[src/rtl/vga_pkg.sv]
// Shared constants, enums and cursor clamp helpers for the VGA text console.
// Used by the writer, its address mapper and the scan-out side.
package vga_pkg;

    localparam int COLS   = 96;
    localparam int ROWS   = 32;
    localparam int ADDR_W = 12;
    localparam int COL_W  = 7;
    localparam int ROW_W  = 5;

    localparam logic [7:0] BLANK_CH    = 8'd32;
    localparam logic [7:0] BLANK_COLOR = 8'd0;

    localparam logic [COL_W-1:0] LAST_COL = COL_W'(COLS - 1);
    localparam logic [ROW_W-1:0] LAST_ROW = ROW_W'(ROWS - 1);

    typedef enum logic [1:0] {
        OP_PUT    = 2'd0,
        OP_NL     = 2'd1,
        OP_CLR    = 2'd2,
        OP_SETCUR = 2'd3
    } op_e;

    typedef enum logic [2:0] {
        BLACK, BLUE, GREEN, CYAN, RED, MAGENTA, YELLOW, WHITE
    } color_e;

    typedef enum logic [1:0] {
        ST_IDLE,
        ST_CLR_ALL,
        ST_CLR_ROW
    } state_e;

    // Out-of-range cursor requests saturate to the last column/row.
    function automatic logic [COL_W-1:0] clampCol(input logic [7:0] c);
        return (c > 8'(COLS - 1)) ? LAST_COL : c[COL_W-1:0];
    endfunction

    function automatic logic [ROW_W-1:0] clampRow(input logic [7:0] r);
        return (r > 8'(ROWS - 1)) ? LAST_ROW : r[ROW_W-1:0];
    endfunction

endpackage

[src/rtl/vga_text_writer_if.sv]
// Command and buffer-write bundle of the text writer.
// The slave side is the writer; the master side drives commands and observes writes.
interface vga_text_writer_if;
    import vga_pkg::*;

    logic              in_valid;
    logic              in_ready;
    logic [1:0]        in_op;
    logic [7:0]        in_ch;
    logic [7:0]        in_color;
    logic              wr_en;
    logic [ADDR_W-1:0] wr_addr;
    logic [7:0]        wr_ch;
    logic [7:0]        wr_color;
    logic [COL_W-1:0]  cur_x;
    logic [ROW_W-1:0]  cur_y;
    logic              busy;

    modport slave (
        input  in_valid, in_op, in_ch, in_color,
        output in_ready, wr_en, wr_addr, wr_ch, wr_color, cur_x, cur_y, busy
    );

    modport master (
        output in_valid, in_op, in_ch, in_color,
        input  in_ready, wr_en, wr_addr, wr_ch, wr_color, cur_x, cur_y, busy
    );

endinterface

[src/rtl/vga_rc2addr.sv]
// Combinational row/column to character-buffer address (row*96 + col).
// The multiply is built from two shifts so it maps onto plain adders.
module vga_rc2addr
    import vga_pkg::*;
(
    input  logic [ROW_W-1:0]  row_i,
    input  logic [COL_W-1:0]  col_i,
    output logic [ADDR_W-1:0] addr_o
);

    logic [ADDR_W-1:0] rowExt;
    logic [ADDR_W-1:0] colExt;

    assign rowExt = {{(ADDR_W - ROW_W){1'b0}}, row_i};
    assign colExt = {{(ADDR_W - COL_W){1'b0}}, col_i};
    assign addr_o = (rowExt << 6) + (rowExt << 5) + colExt;

endmodule

[src/rtl/vga_text_writer.sv]
// Console command engine: owns the cursor, wrapping and clears, and emits one
// registered buffer-cell write per cycle on the write port.
module vga_text_writer
    import vga_pkg::*;
(
    input  logic         clk,
    input  logic         rst_n,
    vga_text_writer_if.slave bus
);

    state_e            state_q, state_d;
    logic [COL_W-1:0]  curX_q, curX_d;
    logic [ROW_W-1:0]  curY_q, curY_d;
    logic [COL_W-1:0]  fillCol_q, fillCol_d;
    logic [ROW_W-1:0]  fillRow_q, fillRow_d;
    logic              wrEn_q, wrEn_d;
    logic [ADDR_W-1:0] wrAddr_q, wrAddr_d;
    logic [7:0]        wrCh_q, wrCh_d;
    logic [7:0]        wrColor_q, wrColor_d;

    logic              accept;
    logic [ROW_W-1:0]  nextRow;
    logic [ROW_W-1:0]  mapRow;
    logic [COL_W-1:0]  mapCol;
    logic [ADDR_W-1:0] mapAddr;

    assign accept  = bus.in_valid && (state_q == ST_IDLE);
    assign nextRow = (curY_q == LAST_ROW) ? '0 : curY_q + 1'b1;

    // One mapper serves the cursor cell in IDLE and the fill position while clearing.
    assign mapRow = (state_q == ST_CLR_ALL) ? fillRow_q : curY_q;
    assign mapCol = (state_q == ST_IDLE)    ? curX_q    : fillCol_q;

    vga_rc2addr u_rc2addr (
        .row_i  (mapRow),
        .col_i  (mapCol),
        .addr_o (mapAddr)
    );

    always_comb begin
        state_d   = state_q;
        curX_d    = curX_q;
        curY_d    = curY_q;
        fillCol_d = fillCol_q;
        fillRow_d = fillRow_q;
        wrEn_d    = 1'b0;
        wrAddr_d  = wrAddr_q;
        wrCh_d    = wrCh_q;
        wrColor_d = wrColor_q;

        case (state_q)
            ST_IDLE: begin
                if (accept) begin
                    case (op_e'(bus.in_op))
                        OP_PUT: begin
                            wrEn_d    = 1'b1;
                            wrAddr_d  = mapAddr;
                            wrCh_d    = bus.in_ch;
                            wrColor_d = bus.in_color;
                            if (curX_q == LAST_COL) begin
                                curX_d    = '0;
                                curY_d    = nextRow;
                                fillCol_d = '0;
                                state_d   = ST_CLR_ROW;
                            end else begin
                                curX_d = curX_q + 1'b1;
                            end
                        end
                        OP_NL: begin
                            curX_d    = '0;
                            curY_d    = nextRow;
                            fillCol_d = '0;
                            state_d   = ST_CLR_ROW;
                        end
                        OP_CLR: begin
                            curX_d    = '0;
                            curY_d    = '0;
                            fillCol_d = '0;
                            fillRow_d = '0;
                            state_d   = ST_CLR_ALL;
                        end
                        OP_SETCUR: begin
                            curX_d = clampCol(bus.in_ch);
                            curY_d = clampRow(bus.in_color);
                        end
                    endcase
                end
            end
            ST_CLR_ROW: begin
                wrEn_d    = 1'b1;
                wrAddr_d  = mapAddr;
                wrCh_d    = BLANK_CH;
                wrColor_d = BLANK_COLOR;
                if (fillCol_q == LAST_COL) begin
                    fillCol_d = '0;
                    state_d   = ST_IDLE;
                end else begin
                    fillCol_d = fillCol_q + 1'b1;
                end
            end
            ST_CLR_ALL: begin
                wrEn_d    = 1'b1;
                wrAddr_d  = mapAddr;
                wrCh_d    = BLANK_CH;
                wrColor_d = BLANK_COLOR;
                if (fillCol_q == LAST_COL) begin
                    fillCol_d = '0;
                    if (fillRow_q == LAST_ROW) begin
                        fillRow_d = '0;
                        state_d   = ST_IDLE;
                    end else begin
                        fillRow_d = fillRow_q + 1'b1;
                    end
                end else begin
                    fillCol_d = fillCol_q + 1'b1;
                end
            end
            default: state_d = ST_IDLE;
        endcase
    end

    // Reset restarts the full-screen fill from address 0, aborting any clear.
    always_ff @(posedge clk) begin
        if (!rst_n) begin
            state_q   <= ST_CLR_ALL;
            curX_q    <= '0;
            curY_q    <= '0;
            fillCol_q <= '0;
            fillRow_q <= '0;
            wrEn_q    <= 1'b0;
            wrAddr_q  <= '0;
            wrCh_q    <= '0;
            wrColor_q <= '0;
        end else begin
            state_q   <= state_d;
            curX_q    <= curX_d;
            curY_q    <= curY_d;
            fillCol_q <= fillCol_d;
            fillRow_q <= fillRow_d;
            wrEn_q    <= wrEn_d;
            wrAddr_q  <= wrAddr_d;
            wrCh_q    <= wrCh_d;
            wrColor_q <= wrColor_d;
        end
    end

    assign bus.in_ready = (state_q == ST_IDLE);
    assign bus.busy     = (state_q != ST_IDLE);
    assign bus.wr_en    = wrEn_q;
    assign bus.wr_addr  = wrAddr_q;
    assign bus.wr_ch    = wrCh_q;
    assign bus.wr_color = wrColor_q;
    assign bus.cur_x    = curX_q;
    assign bus.cur_y    = curY_q;

endmodule

[src/flat_wrapper.sv]
// flat-port wrapper written by rule: the top's interface ports become plain ports
module vga_text_writer_flat import vga_pkg::*;
  (clk, rst_n, bus_in_valid, bus_in_op, bus_in_ch, bus_in_color, bus_in_ready, bus_wr_en, bus_wr_addr, bus_wr_ch, bus_wr_color, bus_cur_x, bus_cur_y, bus_busy);
  vga_text_writer_if bus_i ();
  input  logic clk;
  input  logic rst_n;
  input wire logic [$bits(bus_i.in_valid)-1:0] bus_in_valid;
  input wire logic [$bits(bus_i.in_op)-1:0] bus_in_op;
  input wire logic [$bits(bus_i.in_ch)-1:0] bus_in_ch;
  input wire logic [$bits(bus_i.in_color)-1:0] bus_in_color;
  output wire logic [$bits(bus_i.in_ready)-1:0] bus_in_ready;
  output wire logic [$bits(bus_i.wr_en)-1:0] bus_wr_en;
  output wire logic [$bits(bus_i.wr_addr)-1:0] bus_wr_addr;
  output wire logic [$bits(bus_i.wr_ch)-1:0] bus_wr_ch;
  output wire logic [$bits(bus_i.wr_color)-1:0] bus_wr_color;
  output wire logic [$bits(bus_i.cur_x)-1:0] bus_cur_x;
  output wire logic [$bits(bus_i.cur_y)-1:0] bus_cur_y;
  output wire logic [$bits(bus_i.busy)-1:0] bus_busy;
  assign bus_i.in_valid = bus_in_valid;
  assign bus_i.in_op = bus_in_op;
  assign bus_i.in_ch = bus_in_ch;
  assign bus_i.in_color = bus_in_color;
  assign bus_in_ready = bus_i.in_ready;
  assign bus_wr_en = bus_i.wr_en;
  assign bus_wr_addr = bus_i.wr_addr;
  assign bus_wr_ch = bus_i.wr_ch;
  assign bus_wr_color = bus_i.wr_color;
  assign bus_cur_x = bus_i.cur_x;
  assign bus_cur_y = bus_i.cur_y;
  assign bus_busy = bus_i.busy;
  vga_text_writer u_core (.clk(clk), .rst_n(rst_n), .bus(bus_i));
endmodule
[config.mk]
export PLATFORM = sky130hd
export DESIGN_NAME = vga_text_writer_flat
export DESIGN_NICKNAME = d
export VERILOG_FILES = /design/src/rtl/vga_pkg.sv /design/src/rtl/vga_text_writer_if.sv /design/src/rtl/vga_rc2addr.sv /design/src/rtl/vga_text_writer.sv /design/src/flat_wrapper.sv
export SDC_FILE = /design/constraint.sdc
export NUM_CORES = 1
export LEC_CHECK = 0
export CAP_MARGIN = 20
export CORE_UTILIZATION = 50
export CTS_BUF_LIST = sky130_fd_sc_hd__clkbuf_8
export DETAILED_ROUTE_END_ITERATION = 12
export PLACE_DENSITY = 0.86
export SLEW_MARGIN = 20
export SYNTH_ARGS = -nofsm -noshare
export SYNTH_HDL_FRONTEND = slang
export SYNTH_SLANG_ARGS = --single-unit
[constraint.sdc]
create_clock -name clk -period 3.81 [get_ports clk]
set_clock_uncertainty 0.05 [all_clocks]
set_input_delay 0.381 -clock clk [delete_from_list [all_inputs] [get_ports clk]]
set_output_delay 0.381 -clock clk [all_outputs]
set_load 0.02 [all_outputs]
==> out/metrics.cfg, run 1 <==
[clock_network]
cts-hold-fix-buffers = 0
clock-sinks = 55
cts_made_buffers = 5
cts_max_path_buffers = 2
htree_levels = 2
clkLatencyLatePin_ps = 320
cts-root-buf = clkbuf_8
tritoncts = done
cts_setup_buffers = 0
clk_pin_slew_ps = 110
cts_resized = 0

[timing]
fmax_mhz = 318
rsz0062_at_grt = no
setup_slack_ps = 668
whs_ps = 411
report.final.slew_viol_count = 0
slew_headroom = 0.548
min_period_ps = 3140
hold_violations = 0
setup_viol = 0
setup-tns-final_ps = 0
worst_pin_slew_ps = 678
fin_crit_sh = 0.825

[placement]
dp_hpwl_um = 5820
gp_congestion = 0.888
pre_cts_ws_ps = 664
io_buffers = 63
dp_cells = 483

[finish]
final_util = 0.654
multiInputGateArea_um2 = 1890
n_fill_cell = 488
area_growth_pct = 24.2
seq_area_um2 = 1100
instances_no_fill = 491
layout-drive-gt1-share = 0.0793
diodes = 0
finalNetCount = 460

[global_routing]
first_global_vias = 2871
antenna_found_initial = 0
grt-ovfl-total = 0
grt_start_max_net_pins = 31
grt_util_all_layers = 0.253
grt_pass1_wl_um = 13000

[critical_path]
cpPeakStageDelay_ps = 560
cpLargestDelayFamily = adder cells
worstPathRequired_ps = 4010
path_cells = inv_1, ha_1, mux2_2, fa_1, ha_1, inv_1, fa_1, nor2b_1, o21a_1, nor3_1, o31ai_1
path_class = register to register
path_buf_inv = 2
cp-start-kind = register
arrival_ps = 3340
cp_slowest_cell = fa_1
crit_fanout = 11
end_kind = register

[pwr]
leakage_nw = 1.50
p_clk_frac = 0.228
intPower_mw = 1.11
power_frac_comb = 0.370
pwr-share-seq = 0.402
switchingPower_mw = 0.637
irDropWorstVdd_v = 0.000301
power_density_nw_per_um2 = 447
swShare = 0.364

[yosys]
synth_warnings = 0
synthDistinctLibCells = 64
synth_top_flop_cell = dfxtp_1
synth_nets = 408
synth_seq_cells = 55
avgSynthCellArea_um2 = 8.69
syn_inst = 363
syn-cell-area_um2 = 3160
seq_area_frac_synth = 0.349
synthArstFlopShare = 0
synth_edf_count = 0

[route]
drcViolationCount = 0
vias = 2971
route.antenna.remaining_nets = 0
dr.pass1.iters = 5
routed_wl_um = 7880
drtIter0Drc = 240
route.detailed.vias_per_inst = 6.05
detail_route.wl_per_cell_um = 16.1

[run]
maxCapViolCount = 0

[run_status]
status = completed

[die]
die_x_um = 81.4
initial_core_util = 0.527
io_pins = 64
dieArea_um2 = 6630
core-area_um2 = 5990
die_h_um = 81.4
fp-row-count = 28

[hold_path]
hold_class = register to register

worst reg2reg max path: cells and delay by family, from the launching register on:
family / cells / cell delay (ps)
flip-flops: 1 / 350
buffers and inverters: 2 / 150
adder cells (fa/ha/maj): 4 / 1560
AND/OR/NAND/NOR: 2 / 180
AO/OA/AOI/OAI: 2 / 360
multiplexers: 1 / 430
synthesized netlist by cell type (2+ instances only):
master      n  area share
buf_2       3      0.0048
inv_1      15       0.018
xnor2_1     2      0.0056
nor2b_1     4      0.0079
nand4_1     3      0.0059
o31ai_1     5       0.012
o2111ai_1   2      0.0056
a211oi_1    8       0.019
ha_1       22       0.087
a21oi_1    37       0.059
o21a_1      5       0.012
dfxtp_1    55        0.35
o21ai_0    15       0.024
mux2i_1     6       0.019
a311oi_1    2      0.0056
and3_1      3      0.0059
nand3_1    29       0.046
nor2_1     12       0.014
and2_1      2      0.0040
mux2_2      7       0.025
nand3b_1    3      0.0071
o211a_1     3      0.0095
clkbuf_1   15       0.018
o21ai_1     3      0.0048
nor3_1      4      0.0063
nand2b_1    4      0.0079
buf_6       2      0.0071
fa_1        2       0.013
buf_1       2      0.0024
o211ai_1    3      0.0071
o41ai_1     6       0.017
a41o_1      2      0.0063
o311ai_0    2      0.0056
o22ai_1     3      0.0059
or3_1       4      0.0079
a21o_1      5       0.012
nand2_1    36       0.043
final timing paths:
check | start | end | slack [ps] | depth (start not counted)
hold reg to reg | u_core.bus.wr_ch[3] | u_core.bus.wr_ch[3] | 410 | 2
hold / removal | u_core.bus.wr_ch[3] | u_core.bus.wr_ch[3] | 410 | 2
setup reg to reg | u_core.state_q[1] | u_core.bus.wr_addr[10] | 670 | 11
setup / recovery | u_core.state_q[1] | u_core.bus.wr_addr[10] | 670 | 11
logic make-up (layout without fill, tap and decap cells):
logic type      Yosys count  count (layout)  synth area share
compound gates          115             115             0.259
buf+inv                  38              91            0.0511
flops                    55              55             0.349
xor+xnor                  2               2           0.00555
fa+ha+maj                24              24            0.0999
mux                      13              13            0.0440
simple gates            116             116             0.192
metrics by stage:
step | area, um^2 | power, mW
floorplan | 3160 | 1.13
global placement | 3810 | 1.34
detailed placement | 3810 | 1.36
CTS | 3920 | 1.75
global route | 3920 | 1.84
finish | 3920 | 1.75
sequential cells by signal, indices dropped and copies added (netlist names):
signal               cells
u_core.state_q           2
u_core.bus.cur_y         5
u_core.fillRow_q         5
u_core.bus.cur_x         7
u_core.bus.wr_ch         8
u_core.bus.wr_addr      12
u_core.fillCol_q         7
u_core.bus.wr_en         1
u_core.bus.wr_color      8
area by class of cell:
type                    count  share of cell area
multi-input cells         270               0.483
flip-flops and latches     55               0.281
repair buffers             67               0.169
well taps                  75              0.0239
clock buffers               5              0.0176
inverters                  16              0.0153
clock inverters             3              0.0109
layout by cell type (no fill, tap or decap), types with 6 or more instances in the layout:
master            n
clkdlybuf4s50_1  63
dfxtp_1          55
a21oi_1          37
nand2_1          36
nand3_1          29
ha_1             22
inv_1            16
o21ai_0          15
nor2_1           12
a211oi_1          8
mux2_2            7
mux2i_1           6
o41ai_1           6
power groups by stage:
stage | combinational [mW] | sequential [mW] | clock (mW)
6_report | 0.647 | 0.705 | 0.399
5_1_grt | 0.706 | 0.713 | 0.422
4_1_cts | 0.647 | 0.704 | 0.404
3_5_place_dp | 0.642 | 0.715 | 0
3_3_place_gp | 0.623 | 0.712 | 0
2_1_floorplan | 0.373 | 0.762 | 0
routing by layer:
metal | vias to the layer above | GRT usage | routed length, um | share of wire
li1 | 1436 | - | - | -
met1 | 1423 | 0.309 | 3370 | 0.43
met2 | 99 | 0.433 | 3900 | 0.49
met3 | 13 | 0.0511 | 479 | 0.061
met4 | 0 | 0.102 | 131 | 0.017
met5 | - | 0 | 0 | 0
(Power assumes the default switching activity.)
==> run 2: changes to the inputs <==
clock period = 3 ns   (was 3.81 ns; I/O delays follow)
==> run 2 against run 1 <==
  * Register-to-register slack got worse by 450 ps
  * Cell count is 0.81% higher
  * Sequential share of layout area shrank 0.26 points
  * Design area up 1.1%
  * First-iteration DRC count up 2.1%
  * Hold slack got worse by 5.6 ps
  * Die area did not move
  * Setup slack worse by 450 ps
  * Critical endpoint unchanged
  * Highest routed layer unchanged
==> out/metrics.cfg, run 2 (synthesized netlist as in run 1, its figures left out) <==
[critical_path]
end_kind = register
path_class = register to register
arrival_ps = 2990  ; -350 ps
worstPathRequired_ps = 3200  ; -810 ps
ff2ff_path_depth = 11  ; unchanged
r2r-start = u_core.state_q[1]
cp-start-kind = register
crit_fanout = 5  ; -6
worstSetupStartpoint = u_core.state_q[1]
path_cells = inv_2, ha_4, mux2_2, fa_1, ha_1, inv_1, fa_1, nor2b_1, o21a_1, nor3_1, o31ai_1
cpPeakStageDelay_ps = 540  ; -20 ps
cpMostUsedCell = fa_1
cp_slowest_cell = fa_1

[pwr]
p_clk_frac = 0.203  ; -0.025
intPower_mw = 1.36  ; +22%
swShare = 0.377  ; +0.0135
total_power_mw = 2.18  ; +25%
pwr-share-seq = 0.411  ; +0.009
leakage_nw = 1.50  ; +0.43%
power_frac_comb = 0.386  ; +0.016
switchingPower_mw = 0.824  ; +29%
irDropWorstVdd_v = 0.000348  ; +16%
power_density_nw_per_um2 = 551  ; +23%

[die]
die_x_um = 81.4  ; unchanged
dieArea_um2 = 6630  ; unchanged
initial_core_util = 0.527  ; unchanged
core-area_um2 = 5990  ; unchanged
io_pins = 64  ; unchanged
fp-row-count = 28  ; unchanged
die_h_um = 81.4  ; unchanged

[route]
detail_route.wl_per_cell_um = 16.2  ; +0.94%
vias = 2958  ; -0.44%
drtIter0Drc = 245  ; +2.1%
drcViolationCount = 0  ; unchanged
routed_wl_um = 8020  ; +1.8%
route.antenna.remaining_nets = 0  ; unchanged
route.detailed.vias_per_inst = 5.98  ; -1.2%
dr.pass1.iters = 4  ; -1

[hold_path]
hold_class = register to register
holdPathStages = 2  ; unchanged
hold_start = u_core.bus.wr_ch[1]

[finish]
n_fill_cell = 486  ; -0.41%
largest_reg_flops = 12  ; unchanged
layout-drive-gt1-share = 0.100  ; +0.0207
finalNetCount = 464  ; +0.87%
instances_no_fill = 495  ; +0.81%
final_common_cell = clkdlybuf4s50_1
layout_common_cells = 63 x clkdlybuf4s50_1, 54 x dfxtp_1, 37 x a21oi_1
area_growth_pct = 25.5
diodes = 0  ; unchanged

[clock_network]
cts_made_buffers = 5  ; unchanged
clkLatencyLatePin_ps = 320  ; about the same
cts_resized = 0  ; unchanged
clk_pin_slew_ps = 110  ; about the same
cts-root-buf = clkbuf_8
cts_max_path_buffers = 2  ; unchanged
cts_setup_buffers = 0  ; unchanged
htree_levels = 2  ; unchanged
clock-sinks = 55  ; unchanged
tritoncts = done
cts-hold-fix-buffers = 0  ; unchanged

[global_routing]
antenna_found_initial = 0  ; unchanged
grt_start_max_net_pins = 25  ; -19%
first_global_vias = 2720  ; -5.3%
grt_util_all_layers = 0.254  ; +0.000590
grt-ovfl-total = 0  ; unchanged
grt_pass1_wl_um = 12800  ; -1.5%

[timing]
worst_pin_slew_ps = 675  ; -3.11 ps
report.final.slew_viol_count = 0  ; unchanged
fmax_mhz = 359  ; +13%
slew_headroom = 0.550  ; +0.00208
fin_crit_sh = 0.929  ; +0.104
setup_viol = 0  ; unchanged
min_period_ps = 2790  ; -355 ps
rsz0062_at_grt = no
hold_violations = 0  ; unchanged
setup-tns-final_ps = 0  ; unchanged

[placement]
gp_congestion = 0.892  ; +0.47%
dp_hpwl_um = 5880  ; +1.1%
io_buffers = 63  ; unchanged
dp_cells = 487  ; +0.83%

[run_status]
status = completed

[run]
maxCapViolCount = 0  ; unchanged

[run 2: cell count changes in the layout (fill, tap and decap cells not counted), moves of 2 or more]
cell	before	now
buf_4	4	8
ha_1	22	20
inv_1	16	14
ha_4	0	2
[run 2: critical path, delay by kind of cell (launching register included)]
kind	cells	cell delay, ps
adders and majority gates	4	1270
DFF	1	360
buffers and inverters	2	160
AOI/OAI and AO/OA	2	320
muxes	1	360
and+or+nand+nor	2	180
[run 2: power groups by stage]
| stage | sequential (mW) | clock, mW | combinational [mW] |
|---|---|---|---|
| 6_report | 0.898 | 0.442 | 0.844 |
| 3_3_place_gp | 0.905 | 0 | 0.816 |
| 5_1_grt | 0.909 | 0.476 | 0.919 |
| 4_1_cts | 0.894 | 0.450 | 0.836 |
| 2_1_floorplan | 0.967 | 0 | 0.488 |
| 3_5_place_dp | 0.910 | 0 | 0.830 |
[run 2: final cells by class]
class / instances / area (um^2) / area share
flip-flops and latches: 55 / 1100 / 0.278
repair buffers: 71 / 691 / 0.174
inverters: 16 / 60.1 / 0.0152
well taps: 75 / 93.8 / 0.0237
multi-input cells: 270 / 1920 / 0.484
clock inverters: 3 / 27.5 / 0.00695
clock buffers: 5 / 68.8 / 0.0174
[run 2: path summary, 6_finish.rpt]
path                                               end  slack (ps)
worst max-delay path            u_core.bus.wr_addr[10]         210
worst min-delay path               u_core.bus.wr_ch[1]         410
worst max register to register  u_core.bus.wr_addr[10]         210
worst min register to register     u_core.bus.wr_ch[1]         410
[run 2: through the flow]
step / utilization / cell area [um^2] / hold slack, ps / worst slack [ps]
floorplan: - / 3170 / 395 / 38.8
global placement: 0.643 / 3850 / 391 / 142
detailed placement: 0.643 / 3850 / 396 / 28.6
CTS: 0.659 / 3950 / 409 / 8.15
global route: 0.661 / 3960 / 426 / 29.4
finish: 0.661 / 3960 / 405 / 213
[run 2: metal layers]
layer | track usage | up-vias | wire (um)
li1 | - | 1449 | -
met1 | 0.321 | 1389 | 3490
met2 | 0.436 | 108 | 3930
met3 | 0.0444 | 12 | 468
met4 | 0.0786 | 0 | 128
met5 | 0 | - | 0
==> run 3: changes to the inputs <==
PLACE_DENSITY = 0.85   (was 0.86)
SYNTH_HIERARCHICAL = 1   (was unset)
==> run 3 against run 2 <==
  * Total power decreased by 3.7%
  * Synthesized area rose by 5.4%
  * Clock-buffer cell count up 1
  * Routed wire length grew 11%
  * Utilization shrank 1.6 points
==> out/metrics.cfg, run 3 <==
[critical_path]
critPathCapture = u_core/bus.wr_addr[10]
arrival_ps = 3080  ; +90 ps
cpMostUsedCell = inv_1
cp-start-kind = register
worstPathRequired_ps = 3190  ; about the same
crit_fanout = 4  ; -1
path_cells = inv_2, ha_2, mux2_2, inv_1, fa_1, inv_1, ha_1, inv_1, fa_2, nand2b_1, a21oi_2, xor2_1, nand2_1, a21oi_2
cpPeakStageDelay_ps = 430  ; -110 ps
reg2reg_to = u_core/bus.wr_addr[10]
ff2ff_path_depth = 14  ; +3
r2r-start = u_core/state_q[0]
cp_slowest_cell = fa_1
worstSetupStartpoint = u_core/state_q[0]
cpLargestDelayFamily = adder cells
worst-path-stages = 14  ; +3
path_buf_inv = 4  ; +2
reg2reg_setup_slack_ps = 110  ; -100 ps
end_kind = register
path_class = register to register

[finish]
area_growth_pct = 23.9
layout_common_cells = 63 x clkdlybuf4s50_1, 56 x nand2_1, 53 x dfxtp_1
seq_area_um2 = 1110  ; +0.34%
layout-drive-gt1-share = 0.0947  ; -0.00529
diodes = 0  ; unchanged
instances_no_fill = 531  ; +7.3%
final_common_cell = clkdlybuf4s50_1
largest_reg_flops = 12  ; unchanged
stdcell_area_um2 = 4120  ; +4.0%
finalNetCount = 500  ; +7.8%
multiInputGateArea_um2 = 2030  ; +5.7%
n_fill_cell = 543  ; +12%

[clock_network]
cts_max_path_buffers = 2  ; unchanged
cts-hold-fix-buffers = 0  ; unchanged
htree_levels = 2  ; unchanged
cts_made_buffers = 5  ; unchanged
clk_pin_slew_ps = 110  ; about the same
cts-root-buf = clkbuf_8
tritoncts = done
cts_setup_buffers = 0  ; unchanged
clkLatencyLatePin_ps = 310  ; about the same
clock-sinks = 55  ; unchanged

[timing]
min_period_ps = 2890  ; +100 ps
worst_pin_slew_ps = 628  ; -47.8 ps
report.final.slew_viol_count = 0  ; unchanged
fmax_mhz = 346  ; -3.5%
slew_headroom = 0.581  ; +0.0310
setup_viol = 0  ; unchanged
hold_violations = 0  ; unchanged
fin_crit_sh = 0.962  ; +0.0333
whs_ps = 403  ; -2.61 ps

[route]
vias = 3211  ; +8.6%
detail_route.wl_per_cell_um = 16.8  ; +3.7%
routed_wl_um = 8920  ; +11%
dr.pass1.iters = 5  ; +1
route.antenna.remaining_nets = 0  ; unchanged
route.detailed.vias_per_inst = 6.05  ; +1.2%
drcViolationCount = 0  ; unchanged
drtIter0Drc = 333  ; +36%

[placement]
gp_congestion = 0.870  ; -2.4%
io_buffers = 63  ; unchanged
dp_cells = 523  ; +7.4%
dp_hpwl_um = 6260  ; +6.4%
post_dp_cell_area_um2 = 3990  ; +3.7%

[yosys]
synth_top_area_frac = 0.331  ; -0.0179
synth_area_leader_cell = dfxtp_1
synth_edf_count = 0  ; unchanged
synth_nets = 449  ; +10%
synth_top_flop_cell = dfxtp_1
synthArstFlopShare = 0  ; unchanged
avgSynthCellArea_um2 = 8.27  ; -4.8%
syn-cell-area_um2 = 3330  ; +5.4%
synthDistinctLibCells = 58  ; -9.4%
seq_area_frac_synth = 0.331  ; -0.0179
synth_warnings = 6  ; +6
synth.area.top_cells = dfxtp_1 33%, ha_1 9.0%, a21oi_1 6.6%, nand2_1 6.3%, nand3b_1 4.1%
synth_seq_cells = 55  ; unchanged
synth_common_cells = 56 x nand2_1, 55 x dfxtp_1, 44 x a21oi_1
syn_inst = 402  ; +11%
yosysMostFrequentCell = nand2_1

[run_status]
status = completed

[pwr]
power_density_nw_per_um2 = 510  ; -7.4%
leakage_nw = 1.53  ; +1.5%
total_power_mw = 2.10  ; -3.7%
irDropWorstVdd_v = 0.000329  ; -5.4%

[global_routing]
antenna_found_initial = 0  ; unchanged
grt_util_all_layers = 0.249  ; -0.00419
grt_pass1_wl_um = 14400  ; +12%
grt-ovfl-total = 0  ; unchanged
first_global_vias = 3071  ; +13%
grt_start_max_net_pins = 32  ; +28%

[die]
die_x_um = 83.6  ; +2.6%
dieArea_um2 = 6980  ; +5.3%
fp-row-count = 29  ; +3.6%
initial_core_util = 0.521  ; -0.00597
die_h_um = 83.6  ; +2.6%
io_pins = 64  ; unchanged
core-area_um2 = 6390  ; +6.6%

[run]
maxCapViolCount = 0  ; unchanged

[hold_path]
hold_class = register to register

run 3: cell types whose count changed in the layout (fill, tap and decap cells not counted), moves of 4 or more:
cell	delta
nand3b_1	+15
a211oi_1	-5
a21oi_1	+5
nand3_1	-15
mux2_2	+4
inv_1	+5
nor3_1	+5
nand2_1	+20
run 3: cell type report:
cell class | count | area share
Multi-Input combinational cell | 297 | 0.492
Sequential cell | 55 | 0.268
Timing Repair Buffer | 72 | 0.172
Tap cell | 77 | 0.0234
Clock buffer | 6 | 0.0200
Inverter | 22 | 0.0200
Clock inverter | 2 | 0.00395
run 3: tightest hold or removal path, cell delays in order, from the launching register on:
cell,delay (ps)
dfxtp_1,320
nand2_1,50
a21oi_1,50
run 3: routing by layer:
layer  vias up  part of all wire  GRT usage
li1       1532                 -          -
met3        22             0.058     0.0485
met2       118              0.48      0.428
met1      1539              0.44      0.317
met4         0             0.016     0.0755
met5         -                 0          0
run 3: logic make-up after synthesis:
family                     count (synthesis)  share of synthesized area
adders and majority gates                 26                      0.102
muxes                                     15                     0.0493
xor gates and xnor gates                   3                    0.00790
buffers and inverters                     50                     0.0670
AOI/OAI and AO/OA                        110                      0.223
and+or+nand+nor                          143                      0.219
DFF                                       55                      0.331
run 3: per-stage QoR:
step,setup TNS [ps],util,setup slack [ps]
2_1_floorplan,0,-,45.3
3_3_place_gp,0,0.625,119
3_5_place_dp,0,0.625,11.2
4_1_cts,0,0.643,11.6
5_1_grt,-23.1,0.645,-23.1
6_report,0,0.645,113
run 3: power by group:
group	internal (mW)	switching, mW	leakage [nW]	total, mW
registers	0.794	0.0562	0.445	0.850
logic	0.331	0.475	1.04	0.806
clock network	0.189	0.259	0.0474	0.448
run 3: how the worst min path moves through the flow:
stage,start,end,slack [ps],cells after the start
after detailed placement,u_core/bus.wr_ch[3],u_core/bus.wr_ch[3],390,2
after floorplan,u_core/fillRow_q[4],u_core/fillRow_q[4],400,2
after global routing,u_core/bus.wr_color[3],u_core/bus.wr_color[3],430,2
after CTS,u_core/bus.wr_ch[3],u_core/bus.wr_ch[3],410,2
final,u_core/bus.wr_ch[3],u_core/bus.wr_ch[3],400,2
after global placement,u_core/bus.wr_ch[4],u_core/bus.wr_ch[4],390,2
run 3: what timing repair did:
item	CTS	global route
resized for setup	2	9
endpoints found under the hold margin	0	0
setup endpoints to repair	1	1
==> patch (settings of run 1) <==
Take the reset off `wrAddr_q` and load it in a clocked block of its own.
--- a/src/rtl/vga_text_writer.sv
+++ b/src/rtl/vga_text_writer.sv
@@ -129,5 +129,4 @@
             fillRow_q <= '0;
             wrEn_q    <= 1'b0;
-            wrAddr_q  <= '0;
             wrCh_q    <= '0;
             wrColor_q <= '0;
@@ -139,8 +138,11 @@
             fillRow_q <= fillRow_d;
             wrEn_q    <= wrEn_d;
-            wrAddr_q  <= wrAddr_d;
             wrCh_q    <= wrCh_d;
             wrColor_q <= wrColor_d;
         end
+    end
+
+    always_ff @(posedge clk) begin
+        wrAddr_q <= wrAddr_d;
     end
 
Formal check against the unedited RTL: differs if rst_n is asserted again (counterexample within 4 cycles, from zero or initial values and one cycle with rst_n low); with rst_n held inactive, the same outputs for 10 cycles.
==> patch against run 1 <==
- setup slack worse by 0.019 ns
- largest cell class unchanged
- sequential cell count stayed put
- critical endpoint is now u_core.bus.wr_addr[10]
- total power down 3.4%
- routed wire length shrank 3.2%
- synthesized area shrank 1.2%
- final area fell by 1.1%
- largest power group unchanged
- first-iteration DRC count fell by 3.3%
==> patch: results (changes against run 1) <==
- Root Buffer Master: clkbuf_8 (unchanged)
- # diodes: 0 (unchanged)
- Async SR Flop Fraction: 0 (unchanged)
- Worst vdd ir: 0.280 mV (was 0.301 mV)
- CTS tree: done (unchanged)
- Mapped Cells: 340 (was 363)
- Layout cells sized above 1: 0.0783 (was 0.0793)
- Vias: 2849 (was 2971)
- Overall routing resource usage: 0.241 (was 0.253)
- Vias in the first global route: 2697 (was 2871)
- Drt first pass iters: 5 (unchanged)
- WS Path Type: reg -> reg (unchanged)
- Initial antenna violation count: 0 (unchanged)
- DRT iter0 DRCs: 232 (was 240)
- CP max stage delay: 0.55 ns
- Area contributors post-synth: dfxtp_1, edfxtp_1, ha_1, a21oi_1, nand3b_1 (was dfxtp_1, ha_1, a21oi_1, nand3_1, nand2_1)
- CTS Buf Count: 5 (unchanged)
- Post-synth EDFFs: 12 (was 0)
- Largest net degree at the start of global routing: 38 (was 31)
- H-tree Lvls: 2 (unchanged)
- Placer congestion estimate: 0.864 (was 0.888)
- Status: complete, no violations (unchanged)
- PwrDens: 436 nW/um2 (was 447 nW/um2)
- Bufs on Longest Clock Path: 2 (unchanged)
- Xor and xnor area share after synthesis: 0.00843 (was 0.00555)
- Mux share of post-synthesis cell area: 0.0421 (was 0.0440)
- Placed insts: 463 (was 483)
- Worst path arrival time: 3.19 ns (was 3.34 ns)
- Worst Hold Class: reg -> reg (unchanged)
- Synth Area in Compound Gates: 0.217 (was 0.259)
- Commonest cells in the netlist: dfxtp_1, a21oi_1, nand2_1 (unchanged)
- Dpl hpwl: 5.30 mm (was 5.82 mm)
- Crit-path slowest cell: fa_1 (unchanged)
- Area after DPL: 3800 um2 (was 3810 um2)
- Synthesized net count: 385 (was 408)
- Clk_lat worst skew: 0.31 ns
- Post-synthesis cell type count: 60 (was 64)
- CP max FO: 13 (was 11)
- CTS-repair resized insts: 0 (unchanged)
- Worst-path clk slew: 0.10 ns
- Max reg flops: 12 (unchanged)
- Worst-Margin Slew: 0.926 ns (was 0.678 ns)
- Seq/Total Area, Yosys: 0.392 (was 0.349)
- Post-CTS Setup Bufs: 0 (unchanged)
- Global-route wire length before repair: 12.3 mm (was 13.0 mm)
- Final net count: 440 (was 460)
- Final wirelength: 7.63 mm (was 7.88 mm)
- Post-Synth Adder-Cell Area: 0.101 (was 0.0999)
- Layout Cells excl Fill: 471 (was 491)
- P_leak: 1.52 nW (was 1.50 nW)
- Worst R2R Setup Slack: 0.65 ns (was 0.67 ns)
- Port bufs: 63 (unchanged)
- Yosys Warn Count: 0 (unchanged)
## patch: worst max-delay path, delay by kind of cell, from the launching register on
family	cells	cell delay (ns)
multiplexers	1	0.43
adder cells (fa/ha/maj)	4	1.58
flip-flops	1	0.35
AO/OA/AOI/OAI	2	0.18
buffers and inverters	3	0.23
XOR/XNOR	1	0.12
## patch: cell type report
| class | instances | area, um2 |
|---|---|---|
| inverters | 20 | 75.1 |
| multi-input cells | 247 | 1750 |
| well taps | 75 | 93.8 |
| flip-flops and latches | 55 | 1220 |
| clock buffers | 5 | 68.8 |
| clock inverters | 3 | 12.5 |
| fillers | 483 | 2080 |
| repair buffers | 66 | 653 |
## patch: power by group
part	switching, mW	internal (mW)	leakage, nW	total, mW
logic	0.357	0.279	0.977	0.637
registers	0.0515	0.691	0.493	0.742
clock network	0.189	0.124	0.0505	0.313
total	0.598	1.09	1.52	1.69
## patch: worst paths after layout
path                       startpoint                      to  cells after the start
setup / recovery    u_core.state_q[1]  u_core.bus.wr_addr[10]                     11
hold / removal    u_core.bus.wr_ch[2]     u_core.bus.wr_ch[2]                      2
setup reg to reg    u_core.state_q[1]  u_core.bus.wr_addr[10]                     11
hold reg to reg   u_core.bus.wr_ch[2]     u_core.bus.wr_ch[2]                      2
## patch: through the flow
stage / total power [mW] / hold WS [ns] / worst slack (ns)
CTS: 1.69 / 0.407 / 0.639
finish: 1.69 / 0.404 / 0.648
floorplan: 1.13 / 0.407 / 0.457
global route: 1.77 / 0.431 / 0.507
global placement: 1.37 / 0.389 / 0.799
detailed placement: 1.38 / 0.394 / 0.657
## patch: cell families (layout without fill, tap and decap cells)
kind of cell             Yosys count  in the layout
XOR/XNOR                           3              3
multiplexers                      12             12
buffers and inverters             38             94
AO/OA/AOI/OAI                    103            103
AND/OR/NAND/NOR                  105            105
adder cells (fa/ha/maj)           24             24
flip-flops                        55             55
## patch: per-layer routing
layer,GRT usage,part of all wire
met3,0.0382,0.062
met4,0.0982,0.018
met5,0,0
met1,0.303,0.43
met2,0.409,0.49
